### src/rtl/button_conditioner.sv
// rtl/button_conditioner.sv - sync/debounce of board buttons, fixed-priority move strobes with hold-to-repeat
// Optional AUTOREPEAT_EN: hold-to-repeat via DELAY/REPEAT states; otherwise one strobe per press (HELD state).
module button_conditioner #(
    parameter int DEBOUNCE_CYCLES = 500000,
    parameter int REPEAT_DELAY    = 25000000,
    parameter int REPEAT_RATE     = 5000000
) (
    input  logic       CLOCK_50,
    input  logic       reset,
    input  logic       up_but,
    input  logic       down_but,
    input  logic       left_but,
    input  logic       right_but,
    input  logic       pintar_but,
    output logic       move_pulse,
    output logic [1:0] move_dir,
    output logic       move_busy,
    output logic       paint_en
);

    localparam int DBW = $clog2(DEBOUNCE_CYCLES);
    localparam logic [DBW-1:0] DB_LAST = DBW'(DEBOUNCE_CYCLES - 1);
    // Bit order: 0 up, 1 down, 2 left, 3 right (matches the move_dir code), 4 paint.
    localparam logic [4:0] RELEASED = 5'b0_1111;

    typedef enum logic [1:0] {
        S_IDLE,
        S_DELAY,
        S_REPEAT,
        S_HELD
    } state_t;

    logic [4:0]     w_raw;
    logic [4:0]     r_sync1;
    logic [4:0]     r_sync2;
    logic [4:0]     r_stable;
    logic [DBW-1:0] r_db_cnt [5];
    logic [3:0]     w_pressed;
    logic           w_latched_held;

    state_t         r_state;
    state_t         w_state_nxt;
    logic [1:0]     r_dir;
    logic [1:0]     w_dir_nxt;
    logic           r_pulse;
    logic           w_pulse_nxt;
    logic           r_paint;

    assign w_raw = {pintar_but, right_but, left_but, down_but, up_but};

    always_ff @(posedge CLOCK_50) begin
        if (!reset) begin
            r_sync1  <= RELEASED;
            r_sync2  <= RELEASED;
            r_stable <= RELEASED;
            for (int i = 0; i < 5; i++) begin
                r_db_cnt[i] <= '0;
            end
        end else begin
            r_sync1 <= w_raw;
            r_sync2 <= r_sync1;
            for (int i = 0; i < 5; i++) begin
                if (r_sync2[i] == r_stable[i]) begin
                    r_db_cnt[i] <= '0;
                end else if (r_db_cnt[i] == DB_LAST) begin
                    r_stable[i] <= r_sync2[i];
                    r_db_cnt[i] <= '0;
                end else begin
                    r_db_cnt[i] <= r_db_cnt[i] + DBW'(1);
                end
            end
        end
    end

    assign w_pressed      = ~r_stable[3:0];
    assign w_latched_held = w_pressed[r_dir];

`ifdef AUTOREPEAT_EN
    localparam int RPT_MAX = (REPEAT_DELAY > REPEAT_RATE) ? REPEAT_DELAY : REPEAT_RATE;
    localparam int RW      = $clog2(RPT_MAX);
    localparam logic [RW-1:0] DELAY_LAST = RW'(REPEAT_DELAY - 1);
    localparam logic [RW-1:0] RATE_LAST  = RW'(REPEAT_RATE - 1);

    logic [RW-1:0] r_rpt_cnt;
    logic [RW-1:0] w_rpt_cnt_nxt;
`endif

    always_comb begin
        w_state_nxt = r_state;
        w_dir_nxt   = r_dir;
        w_pulse_nxt = 1'b0;
`ifdef AUTOREPEAT_EN
        w_rpt_cnt_nxt = r_rpt_cnt;
`endif
        case (r_state)
            S_IDLE: begin
                if (|w_pressed) begin
                    if (w_pressed[0])      w_dir_nxt = 2'b00;
                    else if (w_pressed[1]) w_dir_nxt = 2'b01;
                    else if (w_pressed[2]) w_dir_nxt = 2'b10;
                    else                   w_dir_nxt = 2'b11;
                    w_pulse_nxt = 1'b1;
`ifdef AUTOREPEAT_EN
                    w_rpt_cnt_nxt = '0;
                    w_state_nxt   = S_DELAY;
`else
                    w_state_nxt   = S_HELD;
`endif
                end
            end
`ifdef AUTOREPEAT_EN
            // A release seen in the same cycle as a due repeat wins: no strobe.
            S_DELAY: begin
                if (!w_latched_held) begin
                    w_state_nxt = S_IDLE;
                end else if (r_rpt_cnt == DELAY_LAST) begin
                    w_pulse_nxt   = 1'b1;
                    w_rpt_cnt_nxt = '0;
                    w_state_nxt   = S_REPEAT;
                end else begin
                    w_rpt_cnt_nxt = r_rpt_cnt + RW'(1);
                end
            end
            S_REPEAT: begin
                if (!w_latched_held) begin
                    w_state_nxt = S_IDLE;
                end else if (r_rpt_cnt == RATE_LAST) begin
                    w_pulse_nxt   = 1'b1;
                    w_rpt_cnt_nxt = '0;
                end else begin
                    w_rpt_cnt_nxt = r_rpt_cnt + RW'(1);
                end
            end
`else
            S_HELD: begin
                if (!w_latched_held) begin
                    w_state_nxt = S_IDLE;
                end
            end
`endif
            default: w_state_nxt = S_IDLE;
        endcase
    end

    always_ff @(posedge CLOCK_50) begin
        if (!reset) begin
            r_state <= S_IDLE;
            r_dir   <= 2'b00;
            r_pulse <= 1'b0;
            r_paint <= 1'b0;
`ifdef AUTOREPEAT_EN
            r_rpt_cnt <= '0;
`endif
        end else begin
            r_state <= w_state_nxt;
            r_dir   <= w_dir_nxt;
            r_pulse <= w_pulse_nxt;
            r_paint <= r_stable[4];
`ifdef AUTOREPEAT_EN
            r_rpt_cnt <= w_rpt_cnt_nxt;
`endif
        end
    end

    assign move_pulse = r_pulse;
    assign move_dir   = r_dir;
    assign move_busy  = (r_state != S_IDLE);
    assign paint_en   = r_paint;

endmodule

### config.mk
export PLATFORM = sky130hd
export DESIGN_NAME = button_conditioner
export DESIGN_NICKNAME = d
export VERILOG_FILES = /design/src/rtl/button_conditioner.sv
export SDC_FILE = /design/constraint.sdc
export NUM_CORES = 1
export LEC_CHECK = 0
export ABC_AREA = 1
export BUFFER_PORTS_ARGS = -buffer_cell sky130_fd_sc_hd__buf_2
export CAP_MARGIN = 20
export CORE_MARGIN = 10
export CORE_UTILIZATION = 55
export CTS_CLUSTER_SIZE = 14
export DETAILED_ROUTE_END_ITERATION = 10
export HOLD_SLACK_MARGIN = 0.12
export PLACE_DENSITY = 0.74
export SYNTH_ARGS = -nofsm -noshare
export SYNTH_HDL_FRONTEND = slang
export SYNTH_SLANG_ARGS = --single-unit
export TNS_END_PERCENT = 5
### constraint.sdc
create_clock -name CLOCK_50 -period 2.1 [get_ports CLOCK_50]
set_input_delay 0.105 -clock CLOCK_50 [delete_from_list [all_inputs] [get_ports CLOCK_50]]
set_output_delay 0.105 -clock CLOCK_50 [all_outputs]
set_load 0.05 [all_outputs]
* Word-level counts from Yosys, hierarchy flattened
Memories as Yosys holds them, arrays and structs flattened. Cells that the tools add are included.
Word-level totals: flip-flop bits (word level) 21, memory bits (writable) 95, output and inout bits 5, logic and storage cells 143, memories kept 1
Memories:
- r_db_cnt | depth 5, width 19, read ports 5, clocked after memory_dff 0, write ports 5, RTL line 37 | logic [DBW-1:0] r_db_cnt [5];
Operators by class: add/subtract/negate cells 5, magnitude comparators 1, equality and inequality tests 13, multiplexer cells 80, bitwise gates (word level) 21, reduce and logical (&&, ||, !) cells 11
Operators by type and width (number):
- 19-bit two-way mux | 15
- 19-bit by 1-bit adder with 19-bit output (second input constant) | 5
- 19-bit equality test (second input constant) | 5
- 1-bit two-way mux | 59
- 2-bit AND reduction | 8
- 1-bit bitwise OR | 15
- 2-bit two-way mux | 4
- 1-bit equality test | 5
- 1-bit NOT | 5
- 2-bit != test (second input constant) | 2
- 4-bit NOT | 1
- 2-bit one-hot mux with 2 select lines | 1
- 4-bit OR reduction | 1
- 2-bit by 3-bit less-than comparator with 1-bit output (second input constant) | 1
- 1-bit binary-select mux with 2-bit select | 1
- 2-bit equality test (second input constant) | 1
- 2-bit zero test | 1
- 2-bit nonzero test | 1

* Longest topological paths before layout
Gate-level depths: netlist of run 1. An unclocked memory read counts as a cell.
word-level depth 8, gate-level depth with buffers 9, mapped depth without buffers 9

* Least setup slack after synthesis of run 1
OpenSTA, ideal clock, no wires.
kind register to register, start point mem r_db_cnt[4][0] (netlist name), end point mem r_db_cnt[4][11] (netlist name), data pin, setup time 0.254 ns, arrival 1.263 ns, path slack 0.583 ns, cell stages (with the launch flop) 8, path buffers 1, cell sequence edfxtp_1 ha_1 nand2_1 nor2_4 nand3_2 o21bai_4 buf_6 nor2_1
RTL lines (RTL line):
- from (decl) | 37

==> impl_metrics.env, run 1 <==
export IMPL_status="finished, final reports clean"
export IMPL_netSwitchingFraction_pct=21.7
export IMPL_layout_cells_most_common="nand2_1"
export IMPL_cts_max_path_buffers=2
export IMPL_cts_max_level=4
export IMPL_clk_transition_reported_paths_ns=0.05
export IMPL_hold_path_depth=3
export IMPL_grt_first_pass_wirelength_mm=21.3
export IMPL_fmaxAchievable_ghz=0.571
export IMPL_vias=5267
export IMPL_hpwlAfterDp_mm=8.95
export IMPL_reg2reg_depth=8
export IMPL_post_route_cells_drive_above_1_share_pct=8.51
export IMPL_gp_congestion=0.867
export IMPL_synthesized_area_fraction_occupied_by_ao_oa_aoi_and_oai_cells_pct=4.66
export IMPL_mostFrequentLayoutCells="nand2_1, nor2_1, edfxtp_1, conb_1, inv_1"
export IMPL_routed_wirelength_mm=12.3
export IMPL_route_detailed_vias_per_inst=4.76
export IMPL_area_of_the_die_um2=16800
export IMPL_top_level_ports=12
export IMPL_cts_resized_gates=0
export IMPL_root_buffer="clkbuf_16"
export IMPL_totalNegativeSetupSlack_ns=0
export IMPL_fin_total_pwr_uw=5570
export IMPL_setup_slack_ns=0.350
export IMPL_clock_sinks=115
export IMPL_clock_latency_on_the_worst_skew_pair_ns=0.42
export IMPL_dominant_combinational_cell_family_by_area_after_synthesis="simple AND/OR/NAND/NOR gates"
export IMPL_synth_simple_gate_area_share_pct=33.6
export IMPL_synthesis_instances=827
export IMPL_tritoncts="done"
export IMPL_unrepaired_setup_endpoints_after_global_routing="no"
export IMPL_rrSetupSlack_ns=0.35
export IMPL_yosys_area_share_xor_xnor_pct=5.04
export IMPL_synth_mux_area_fraction_pct=0
export IMPL_power_density_nw_per_um2=718
export IMPL_timing_critical_path_arrival_ns=1.92
export IMPL_worst_hold_path_endpoint="r_sync1[2]$_SDFF_PN1_"
export IMPL_timing_final_setup_violations=0
export IMPL_cp_required_ns=2.27
export IMPL_share_seq_of_total_power_pct=47.5
export IMPL_r2r_start="r_db_cnt[0][0]$_SDFFCE_PN0P_"
export IMPL_dpl_worst_slack_ns=0.353
export IMPL_final_period_utilization_pct=83.3
export IMPL_worst_ir_drop_vdd_uv=523
export IMPL_timing_rr_end="r_db_cnt[0][15]$_SDFFCE_PN0P_"
export IMPL_cap_violations=0
export IMPL_dpl_instance_area_um2=7120
export IMPL_startpoint_of_the_lowest_slack_hold_path="left_but"
export IMPL_final_hold_violation_count=0
export IMPL_crit_fanout=18
export IMPL_grt_pass1_vias=4887
export IMPL_diodes=0
export IMPL_wl_per_cell_um=11.1
export IMPL_netlist_area_um2=6600
export IMPL_timing_worst_setup_path_type="flip-flop to flip-flop"
export IMPL_globalRouteOverflowTotal=0
export IMPL_floorplan_initialDensity_pct=57.1
export IMPL_netlist_cell_type_count=32
export IMPL_timing_max_transition_violations_final=0
export IMPL_fin_nets=963
export IMPL_synth_adder_area_share_pct=0.948
export IMPL_comb_power_share_pct=4.2
export IMPL_coreArea_um2=11600
export IMPL_final_setup_skew_ns=0.00968
export IMPL_drtPass1Iterations=5
export IMPL_start_kind="flip-flop"
export IMPL_gr_usage_all_layers_pct=15.6
export IMPL_buffer_ports_inserted=11
export IMPL_grt_antenna_before_repair=0
export IMPL_fp_dieH_um=130
export IMPL_yosys_warnings=0
export IMPL_p_switching_uw=1210
export IMPL_synth_seq_area_share_pct=49.3
export IMPL_remaining_drc_errors=0
export IMPL_post_route_cell_area_um2=7760
export IMPL_end_kind="flip-flop"
export IMPL_clock_power_share_pct=48.3
export IMPL_leakage_uw=0.00327
export IMPL_cts_buffers_inserted=17
export IMPL_power_internal_uw=4370
export IMPL_pin_count_of_the_biggest_net_entering_global_routing=19
export IMPL_syn_area_per_cell_um2=7.98
export IMPL_fp_dieW_um=130
export IMPL_drtAntennaViolNets=0
export IMPL_yosys_register_bits=115
export IMPL_min_period_ns=1.75
export IMPL_worst_hold_path_type="input pin to flip-flop"
export IMPL_detail_route_iter0_violations=373
export IMPL_synthToLayoutAreaGrowth_pct=17.5
export IMPL_placementRows=39
routing by layer:
layer / up-vias / global-route usage, % / share of wire, %
met5: - / 0 / 0
met4: 0 / 7.54 / 2.4
met3: 20 / 3.96 / 4.1
met2: 104 / 24.1 / 45
met1: 2315 / 20.3 / 49
li1: 2828 / - / -
registers in the layout, indices dropped and copies added (netlist names):
register,count
move_pulse,1
move_dir,2
r_db_cnt,95
r_sync2,5
r_stable,5
r_sync1,5
paint_en,1
r_state,1
power by group through the flow:
stage          logic [uW]  registers, uW  clock network (uW)
6_report              232           2650                2690
5_1_grt               273           2660                2840
4_1_cts               228           2650                2750
3_5_place_dp          215           2690                   0
3_3_place_gp          214           2690                   0
2_1_floorplan         186           2670                   0
how the worst max path moves through the flow:
| stage | to | slack (ns) | from | cells after the start |
|---|---|---|---|---|
| after floorplan | r_db_cnt[4][11]$_SDFFCE_PN0P_ | 0.58 | r_db_cnt[4][0]$_SDFFCE_PN0P_ | 7 |
| after global placement | r_db_cnt[3][16]$_SDFFCE_PN0P_ | 0.39 | r_db_cnt[3][0]$_SDFFCE_PN0P_ | 8 |
| after detailed placement | r_db_cnt[0][15]$_SDFFCE_PN0P_ | 0.35 | r_db_cnt[0][0]$_SDFFCE_PN0P_ | 8 |
| after CTS | r_db_cnt[0][15]$_SDFFCE_PN0P_ | 0.34 | r_db_cnt[0][0]$_SDFFCE_PN0P_ | 8 |
| after global routing | r_db_cnt[3][16]$_SDFFCE_PN0P_ | 0.16 | r_db_cnt[3][0]$_SDFFCE_PN0P_ | 8 |
| final | r_db_cnt[0][15]$_SDFFCE_PN0P_ | 0.35 | r_db_cnt[0][0]$_SDFFCE_PN0P_ | 8 |
kinds of logic after synthesis:
kind of cell | Yosys count
buf+inv | 101
simple gates | 513
flops | 115
xor+xnor | 38
other cells | 1
fa+ha+maj | 5
compound gates | 54
critical path, cell delays in order (launching register included):
cell      delay [ns]
edfxtp_1        0.37
ha_1            0.18
nand2_1         0.13
nor2_4          0.19
nand3_1         0.14
nand2_2         0.30
inv_1           0.10
nand2_1         0.07
inv_1           0.03
synthesized netlist by cell type:
cell type | instances | area (um^2)
buf_6 | 5 | 56.3
or2_2 | 13 | 81.3
nand2_4 | 1 | 11.3
buf_4 | 1 | 7.51
clkbuf_1 | 1 | 3.75
nand4_1 | 15 | 93.8
conb_1 | 1 | 3.75
xor2_1 | 30 | 263
nand3b_1 | 5 | 37.5
a21oi_2 | 1 | 8.76
nor3_2 | 1 | 10.0
nor2_4 | 3 | 33.8
nor3_1 | 7 | 35.0
o21a_1 | 1 | 7.51
inv_1 | 94 | 353
nand2_2 | 5 | 31.3
or2_0 | 4 | 25.0
nand3_2 | 7 | 70.1
o21ai_0 | 14 | 70.1
nor2_1 | 180 | 676
nand3_1 | 54 | 270
a21oi_1 | 30 | 150
ha_1 | 5 | 62.6
edfxtp_1 | 95 | 2850
o21bai_1 | 6 | 45.0
o211ai_1 | 1 | 7.51
nor2_2 | 8 | 50.1
dfxtp_1 | 20 | 400
nor3b_1 | 2 | 15.0
xnor2_1 | 8 | 70.1
o21bai_4 | 1 | 18.8
nand2_1 | 208 | 781
metrics by stage:
| step | utilization [%] | cells | hold WS, ns |
|---|---|---|---|
| 3_5_place_dp | 61.6 | 1068 | 0.298 |
| 6_report | 67.1 | 1107 | 0.408 |
| 3_3_place_gp | 61.6 | 1068 | 0.291 |
| 4_1_cts | 67.1 | 1107 | 0.392 |
| 2_1_floorplan | - | 921 | 0.203 |
| 5_1_grt | 67.1 | 1107 | 0.414 |
what timing repair did:
item	in CTS	in global routing
endpoints found under the hold margin	12	0
hold buffers	7	0
setup buffers	0	0
final cells by class:
| cell class | count | area [um^2] |
|---|---|---|
| Multi-Input combinational cell | 705 | 3280 |
| Tap cell | 143 | 179 |
| Clock inverter | 9 | 47.5 |
| Timing Repair Buffer | 18 | 125 |
| Inverter | 94 | 353 |
| Clock buffer | 23 | 520 |
| Sequential cell | 115 | 3250 |
| Fill cell | 956 | 3810 |
No activity file was read; power rests on OpenSTA's default activity.
==> run 2: changes to the inputs <==
clock period = 1.75 ns   (was 2.1 ns; I/O delays follow)
==> run 2 against run 1 <==
Against the previous run: clock power increased by 33%; global-route usage is 0.79 points higher; routed wire length up 4.4%; critical endpoint is now r_db_cnt[4][12]$_SDFFCE_PN0P_; largest cell class unchanged; largest power group unchanged.
==> impl_metrics.env, run 2 (same netlist as run 1, synthesis figures left out) <==
export IMPL_drtAntennaViolNets=0
export IMPL_placementRows=39
export IMPL_fmaxAchievable_ghz=0.610
export IMPL_final_period_utilization_pct=93.7
export IMPL_dpl_instance_area_um2=7260
export IMPL_clk_transition_reported_paths_ns=0.05
export IMPL_start_kind="flip-flop"
export IMPL_buffer_ports_inserted=11
export IMPL_fp_dieW_um=130
export IMPL_cts_max_path_buffers=2
export IMPL_post_route_cells_drive_above_1_share_pct=10.8
export IMPL_route_detailed_vias_per_inst=4.82
export IMPL_wl_per_cell_um=11.3
export IMPL_top_level_ports=12
export IMPL_cell_type_group_with_the_largest_total_delay_on_the_critical_path="simple AND/OR/NAND/NOR gates"
export IMPL_fin_nets=983
export IMPL_grt_pass1_vias=5107
export IMPL_gr_usage_all_layers_pct=16.4
export IMPL_clock_sinks=115
export IMPL_synthToLayoutAreaGrowth_pct=21.2
export IMPL_post_route_cell_area_um2=8000
export IMPL_grt_antenna_before_repair=0
export IMPL_status="finished, final reports clean"
export IMPL_timing_worst_setup_path_type="flip-flop to flip-flop"
export IMPL_min_period_ns=1.64
export IMPL_setup_slack_ns=0.110
export IMPL_layout_cells_most_common="nand2_1"
export IMPL_tritoncts="done"
export IMPL_multi_input_comb_area_um2=3300
export IMPL_root_buffer="clkbuf_16"
export IMPL_totalNegativeSetupSlack_ns=0
export IMPL_detail_route_iter0_violations=475
export IMPL_dpl_worst_slack_ns=0.0261
export IMPL_top_register="r_db_cnt"
export IMPL_mostFrequentLayoutCells="nand2_1, nor2_1, edfxtp_1, conb_1, inv_1"
export IMPL_worst_hold_path_type="input pin to flip-flop"
export IMPL_floorplan_initialDensity_pct=57.1
export IMPL_drtPass1Iterations=5
export IMPL_grt_first_pass_wirelength_mm=22.3
export IMPL_timing_critical_path_arrival_ns=1.80
export IMPL_unrepaired_setup_endpoints_after_global_routing="no"
export IMPL_final_setup_skew_ns=0.0111
export IMPL_clock_latency_on_the_worst_skew_pair_ns=0.42
export IMPL_crit_fanout=14
export IMPL_hpwlAfterDp_mm=9.42
export IMPL_area_of_the_die_um2=16800
export IMPL_gp_congestion=0.861
export IMPL_worst_ir_drop_vdd_uv=626
export IMPL_timing_max_transition_violations_final=0
export IMPL_coreArea_um2=11600
export IMPL_final_hold_violation_count=0
export IMPL_globalRouteOverflowTotal=0
export IMPL_pin_count_of_the_biggest_net_entering_global_routing=19
export IMPL_vias=5428
export IMPL_final_fill_count=976
export IMPL_cts_max_level=4
export IMPL_fin_total_pwr_uw=7070
export IMPL_finish_utilization_pct=69.2
export IMPL_worst_path_buf_inv=1
export IMPL_power_density_nw_per_um2=884
export IMPL_crit_path_max_incr_delay_ns=0.38
export IMPL_timing_final_setup_violations=0
export IMPL_seq_area_um2=3250
export IMPL_end_kind="flip-flop"
export IMPL_cp_slowest_cell="edfxtp_1"
export IMPL_cts_buffers_inserted=17
export IMPL_remaining_drc_errors=0
export IMPL_cap_violations=0
export IMPL_fp_dieH_um=130
export IMPL_cp_required_ns=1.91
export IMPL_path_cells="ha_2 > nand2_1 > nor2_4 > nand3_2 > o21bai_4 > buf_12 > a21oi_1"
export IMPL_diodes=0
export IMPL_routed_wirelength_mm=12.8
export IMPL_leakage_uw=0.00338
export IMPL_flip_flop_count_of_the_largest_register_all_copies_and_words_added=95
-- run 2: cell count changes in the layout (fill, tap and decap cells not counted), sizes merged --
cell / before / now
bufinv: 0 / 4
buf: 11 / 31
clkinv: 7 / 6
inv: 96 / 94
clkinvlp: 0 / 5
clkbuf: 23 / 17
-- run 2: layer usage --
layer	vias up	share of wire (%)	routed length (um)	GRT usage, %
met5	-	0	0	0
met4	0	1.9	237	7.01
met3	19	4.1	530	4.00
met2	97	46	5830	26.0
met1	2438	48	6200	21.2
li1	2874	-	-	-
-- run 2: timing repair --
| item | CTS | global route |
|---|---|---|
| hold endpoints to repair | 12 | 0 |
| endpoints found under the setup margin | 0 | 49 |
| buffers inserted | 0 | 3 |
| gates resized for setup | 0 | 7 |
| hold buffers | 7 | 0 |
-- run 2: worst register-to-register path: stages, from the launching register on --
cell      delay [ns]
edfxtp_1        0.38
ha_2            0.24
nand2_1         0.12
nor2_4          0.13
nand3_2         0.14
o21bai_4        0.18
buf_12          0.15
a21oi_1         0.05
-- run 2: where the power goes --
| group | switching (uW) | internal, uW |
|---|---|---|
| Clock | 1230 | 2360 |
| Sequential | 97.6 | 3070 |
| Combinational | 198 | 123 |
| Total | 1520 | 5550 |
-- run 2: worst paths after layout --
check,from,to,slack [ns],cells past startpoint
worst min register to register,r_sync1[4]$_SDFF_PN0_,r_sync2[4]$_SDFF_PN0_,0.41,2
worst min-delay path,up_but,r_sync1[0]$_SDFF_PN1_,0.39,3
worst max-delay path,r_db_cnt[4][0]$_SDFFCE_PN0P_,r_db_cnt[4][12]$_SDFFCE_PN0P_,0.11,7
worst max register to register,r_db_cnt[4][0]$_SDFFCE_PN0P_,r_db_cnt[4][12]$_SDFFCE_PN0P_,0.11,7
-- run 2: cell type report --
type	count	area share (%)
Multi-Input combinational cell	705	41.3
Sequential cell	115	40.7
Clock buffer	17	5.32
Inverter	94	4.41
Timing Repair Buffer	38	3.75
Clock inverter	15	2.38
Tap cell	143	2.24
-- run 2: per-stage QoR --
step                hold slack (ns)  cells
floorplan                     0.185    921
global placement              0.275   1085
detailed placement            0.275   1085
CTS                           0.383   1124
global route                  0.387   1127
finish                        0.389   1127
